File: src/rtl/tree_coupler_fifo.sv
// Width-doubling pairing FIFO between merger-tree levels.
// Optional: COUPLER_COUNT_EN adds o_count and sim-only misuse checks.
module tree_coupler_fifo #(
    parameter int REC_W   = 32,
    parameter int IN_RECS = 4,
    parameter int DEPTH   = 4
) (
    input  logic                           i_clk,
    input  logic                           i_rst_n,
    input  logic [IN_RECS*REC_W-1:0]       i_data,
    input  logic                           i_enq,
    input  logic                           i_flush,
    input  logic                           i_deq,
    output logic [2*IN_RECS*REC_W-1:0]     o_data,
    output logic                           o_empty,
    output logic                           o_full,
    output logic                           o_half
`ifdef COUPLER_COUNT_EN
    ,
    output logic [$clog2(DEPTH):0]         o_count
`endif
);
    localparam int IW = IN_RECS * REC_W;
    localparam int OW = 2 * IW;
    localparam int AW = $clog2(DEPTH);
    localparam int CW = AW + 1;

    typedef enum logic {
        HALF_EMPTY = 1'b0,
        HALF_HELD  = 1'b1
    } state_t;

    state_t          r_state;
    state_t          w_next;
    logic [IW-1:0]   r_half;
    logic [OW-1:0]   r_mem [DEPTH];
    logic [AW-1:0]   r_wr_ptr;
    logic [AW-1:0]   r_rd_ptr;
    logic [CW-1:0]   r_count;

    logic            w_deq_ok;
    logic            w_room;
    logic            w_push;
    logic            w_latch;
    logic [OW-1:0]   w_push_data;

    assign w_deq_ok = i_deq && (r_count != '0);
    // Room check is uniform: a latch is refused at full too, matching upstream ready.
    assign w_room   = (r_count != CW'(DEPTH)) || w_deq_ok;

    always_comb begin
        w_next      = r_state;
        w_push      = 1'b0;
        w_latch     = 1'b0;
        w_push_data = '0;
        unique case (r_state)
            HALF_EMPTY: begin
                if (i_enq && w_room) begin
                    if (i_flush) begin
                        w_push      = 1'b1;
                        w_push_data = {{IW{1'b0}}, i_data};
                    end else begin
                        w_latch = 1'b1;
                        w_next  = HALF_HELD;
                    end
                end
            end
            HALF_HELD: begin
                if (i_enq && w_room) begin
                    w_push      = 1'b1;
                    w_push_data = {i_data, r_half};
                    w_next      = HALF_EMPTY;
                end else if (i_flush && !i_enq && w_room) begin
                    w_push      = 1'b1;
                    w_push_data = {{IW{1'b0}}, r_half};
                    w_next      = HALF_EMPTY;
                end
            end
            default: w_next = HALF_EMPTY;
        endcase
    end

    always_ff @(posedge i_clk or negedge i_rst_n) begin
        if (!i_rst_n) begin
            r_state <= HALF_EMPTY;
            r_half  <= '0;
        end else begin
            r_state <= w_next;
            if (w_latch) begin
                r_half <= i_data;
            end
        end
    end

    // Storage is cleared on reset so o_data reads zero while in reset.
    always_ff @(posedge i_clk or negedge i_rst_n) begin
        if (!i_rst_n) begin
            for (int i = 0; i < DEPTH; i++) begin
                r_mem[i] <= '0;
            end
            r_wr_ptr <= '0;
            r_rd_ptr <= '0;
            r_count  <= '0;
        end else begin
            if (w_push) begin
                r_mem[r_wr_ptr] <= w_push_data;
                r_wr_ptr        <= r_wr_ptr + 1'b1;
            end
            if (w_deq_ok) begin
                r_rd_ptr <= r_rd_ptr + 1'b1;
            end
            if (w_push && !w_deq_ok) begin
                r_count <= r_count + 1'b1;
            end else if (!w_push && w_deq_ok) begin
                r_count <= r_count - 1'b1;
            end
        end
    end

    assign o_data  = r_mem[r_rd_ptr];
    assign o_empty = (r_count == '0);
    assign o_full  = (r_count == CW'(DEPTH));
    assign o_half  = (r_state == HALF_HELD);

`ifdef COUPLER_COUNT_EN
    assign o_count = r_count;

`ifndef SYNTHESIS
    always_ff @(posedge i_clk) begin
        if (i_rst_n) begin
            if (i_enq && !w_room) begin
                $error("tree_coupler_fifo: enq ignored while full");
            end
            if (i_deq && (r_count == '0)) begin
                $error("tree_coupler_fifo: deq ignored while empty");
            end
        end
    end
`endif
`endif

endmodule

File: config.mk
export PLATFORM = sky130hd
export DESIGN_NAME = tree_coupler_fifo
export DESIGN_NICKNAME = d
export VERILOG_FILES = /design/src/rtl/tree_coupler_fifo.sv
export SDC_FILE = /design/constraint.sdc
export NUM_CORES = 2
export LEC_CHECK = 0
export ABC_AREA = 1
export ABC_CLOCK_PERIOD_IN_PS = 7300
export CELL_PAD_IN_SITES_DETAIL_PLACEMENT = 0
export CELL_PAD_IN_SITES_GLOBAL_PLACEMENT = 1
export CORE_MARGIN = 3
export CORE_UTILIZATION = 30
export DETAILED_ROUTE_END_ITERATION = 10
export PLACE_DENSITY_LB_ADDON = 0.1
export SLEW_MARGIN = 20
export SYNTH_ARGS = -nofsm -noshare
export SYNTH_HDL_FRONTEND = slang
export SYNTH_SLANG_ARGS = --single-unit
File: constraint.sdc
create_clock -name i_clk -period 7.3 [get_ports i_clk]
set_input_delay 1.095 -clock i_clk [delete_from_list [all_inputs] [get_ports i_clk]]
set_output_delay 1.095 -clock i_clk [all_outputs]
set_load 0.005 [all_outputs]
==> impl_metrics.yaml <==
power:
  combPwrFrac_pct: 44.0
  total_leakage_power_uw: 0.0343
  p_seq_share_pct: 32.4
  irDropWorstVdd_uv: 368
  p_int_uw: 18000
  powerDensity_nw_per_um2: 471
  swShare_pct: 42.8
  clock_power_share_pct: 23.5
  p_sw_uw: 13400
routing:
  vias: 52400
  wl_met2_um: 108000
  drc: 0
  maxUsedRoutingLayer: "met4"
  met1_length_um: 116000
  ant_nets: 0
  drtPass1Iterations: 8
  routed_via_density: 5.26
  met3_length_um: 14300
  wl_per_cell_um: 24.6
  drt_iter0_markers: 5578
  routed_wl_um: 245000
global_routing:
  antenna_found_initial: 42
  grt_pass1_wl_um: 361000
  grt_pass1_vias: 50100
  grt_use_total_pct: 24.9
  grt_max_degree: 232
  overflow: 0
floorplan:
  die_h_um: 439
  start_util_pct: 30.2
  die_w_um: 439
  core_area_um2: 186000
  rows: 158
  pin_count: 392
  dieArea_um2: 192000
worst_setup_path:
  crit_fanout: 145
  cp-start-kind: "flop"
  cpMaxStageDelayCell: "inv_8"
  crit_buf_inv: 3
  max_stage_delay_ps: 820
  cp_top_family: "buffers and inverters"
  critPathKind: "reg -> out"
  crit_chain: "inv_8, buf_4, o21ai_0, o22ai_1, clkdlybuf4s50_1"
  required_ps: 6200
  setup.worst_path.end_class: "primary output"
  r2r_slack_ps: 3870
  cp_data_arrival_time_ps: 4230
synth:
  yosysSeqAreaShare_pct: 51.7
  synthFlopType: "dfrtp_1"
  ys_warn_count: 0
  synth_compound_area_share_pct: 8.58
  synth_seq_cells: 1160
  ys_top_cells_by_area: "dfrtp_1 52%, nand2_1 16%, nand3_1 9.2%"
  yosys.area_share.simple_pct: 32.7
  synthXorXnorAreaFrac_pct: 0.0780
  yosys.area.top_type_share_pct: 51.7
  synth_edf_count: 0
  synthTopCellsByCount: "2,442 x nand2_1, 1,160 x dfrtp_1, 1,028 x nand3_1"
  muxShareOfSynthArea_pct: 0.0201
  synth_top_cell_by_area: "dfrtp_1"
  synthAdderAreaFrac_pct: 0.147
  syn_avg_cell_area_um2: 7.62
  syn_nets: 7503
  yosysMostFrequentCell: "nand2_1"
  syn_area_um2: 56100
  async_flop_share_pct: 100
  yosysUniqueCellTypes: 22
  netlist_instances: 7364
  synth_top_family_by_area: "simple AND/OR/NAND/NOR gates"
final_layout:
  syn_to_final_growth_pct: 18.5
  fin_util_pct: 35.8
  design_area_um2: 66500
  nets: 7489
  nFillCells: 19500
  drive_above_1_share_pct: 4.55
  stdcell_count: 9954
sta:
  timing.fmax_mhz: 188
  final.min_clock_period_ps: 5330
  finalSetupViolCount: 0
  rsz0062_at_grt: "false"
  fin_worst_skew_ps: 25.7
  maxSlewHeadroom_pct: 24.7
  tns_ps: 0
  min_period_over_period_pct: 73.0
  slew_violations: 0
  worst_slew_pin_slew_ps: 1130
  hold_viol: 0
clock_tree:
  numClockSinks: 1160
  clock_latency_ps: 780
  cts_tree: "built"
  cts_hold_buf: 0
  cts_buffers: 148
  cts.reportedPaths.clkPinSlew_ps: 60
  root_buffer: "clkbuf_16"
  post_cts_resized: 0
  cts_max_path_buffers: 3
  cts_setup_buffers: 0
  htreeDepth: 4
place:
  io_buffers: 391
  gp_congestion: 0.807
  placed_area_um2: 61700
  dp_cells: 9679
  hpwl_um: 141000
worst_hold_path:
  hold_path_class: "in -> async"
outcome:
  status: "finished clean"
run:
  max_cap_violations: 0
==> metrics by stage <==
| step | total power [uW] | worst slack, ps | hold slack [ps] |
|---|---|---|---|
| after floorplan | 17100 | 4210 | 437 |
| after global placement | 24200 | 2540 | 448 |
| after detailed placement | 24200 | 2520 | 453 |
| after CTS | 31800 | 1840 | 335 |
| after global routing | 33400 | 1770 | 364 |
| final | 31400 | 1970 | 341 |
==> final timing paths <==
path | cells after the start | start | endpoint
worst min register to register | 2 | r_mem[763] | r_mem[763]
worst max-delay path | 5 | r_rd_ptr[0] | o_data[200]
worst min-delay path | 1 | i_rst_n | r_mem[617]
min in group i_clk | 2 | r_mem[763] | r_mem[763]
max in group asynchronous | 3 | i_rst_n | r_mem[235]
worst max register to register | 7 | o_half | r_mem[41]
==> cell type report <==
type / instances / area, um2 / share of cell area (%)
repair buffers: 489 / 5090 / 7.64
inverters: 265 / 1010 / 1.52
multi-input cells: 5286 / 23400 / 35.2
well taps: 2480 / 3100 / 4.66
diodes: 16 / 40.0 / 0.0602
flip-flops and latches: 1160 / 29000 / 43.6
clock inverters: 26 / 309 / 0.464
clock buffers: 232 / 4500 / 6.77
==> state kept, by name, indices dropped and copies added (netlist names) <==
name,flops
o_half,1
r_count,3
r_half,128
r_mem,1024
r_rd_ptr,2
r_wr_ptr,2
==> power by group through the flow <==
stage	combinational [uW]	sequential (uW)	clock (uW)
final	13800	10200	7380
after global routing	15100	10500	7830
after CTS	14000	10100	7590
after detailed placement	14000	10200	0
after global placement	14000	10200	0
after floorplan	7290	9780	0
==> layer usage <==
layer	global-route usage (%)	vias up
met4	7.26	0
met1	36.9	26300
li1	-	24100
met2	37.3	1671
met5	0	-
met3	3.76	290
==> logic make-up (layout without fill, tap and decap cells) <==
| logic type | after synthesis | after routing |
|---|---|---|
| buf+inv | 918 | 1012 |
| mux | 1 | 1 |
| flops | 1160 | 1160 |
| compound gates | 898 | 898 |
| fa+ha+maj | 6 | 6 |
| other cells | 0 | 16 |
| xor+xnor | 5 | 5 |
| simple gates | 4376 | 4376 |
==> cells in the final DEF, fill, tap and decap left out, types with 65 or more instances in the layout <==
cell type,n
nand3_1,1026
nor2_1,647
nand2_1,2438
inv_1,262
buf_4,65
clkdlybuf4s50_1,388
dfrtp_1,1157
o21ai_0,640
clkbuf_16,152
nand4_1,256
o22ai_1,256
==> worst register-to-register path, cell delays in order, from the launching register on <==
cell	delay [ps]
dfrtp_4	640
buf_4	390
inv_4	850
buf_4	640
nand4_1	280
nand2_1	360
nand3_1	110
nand2_1	100
(Power assumes the default switching activity.)
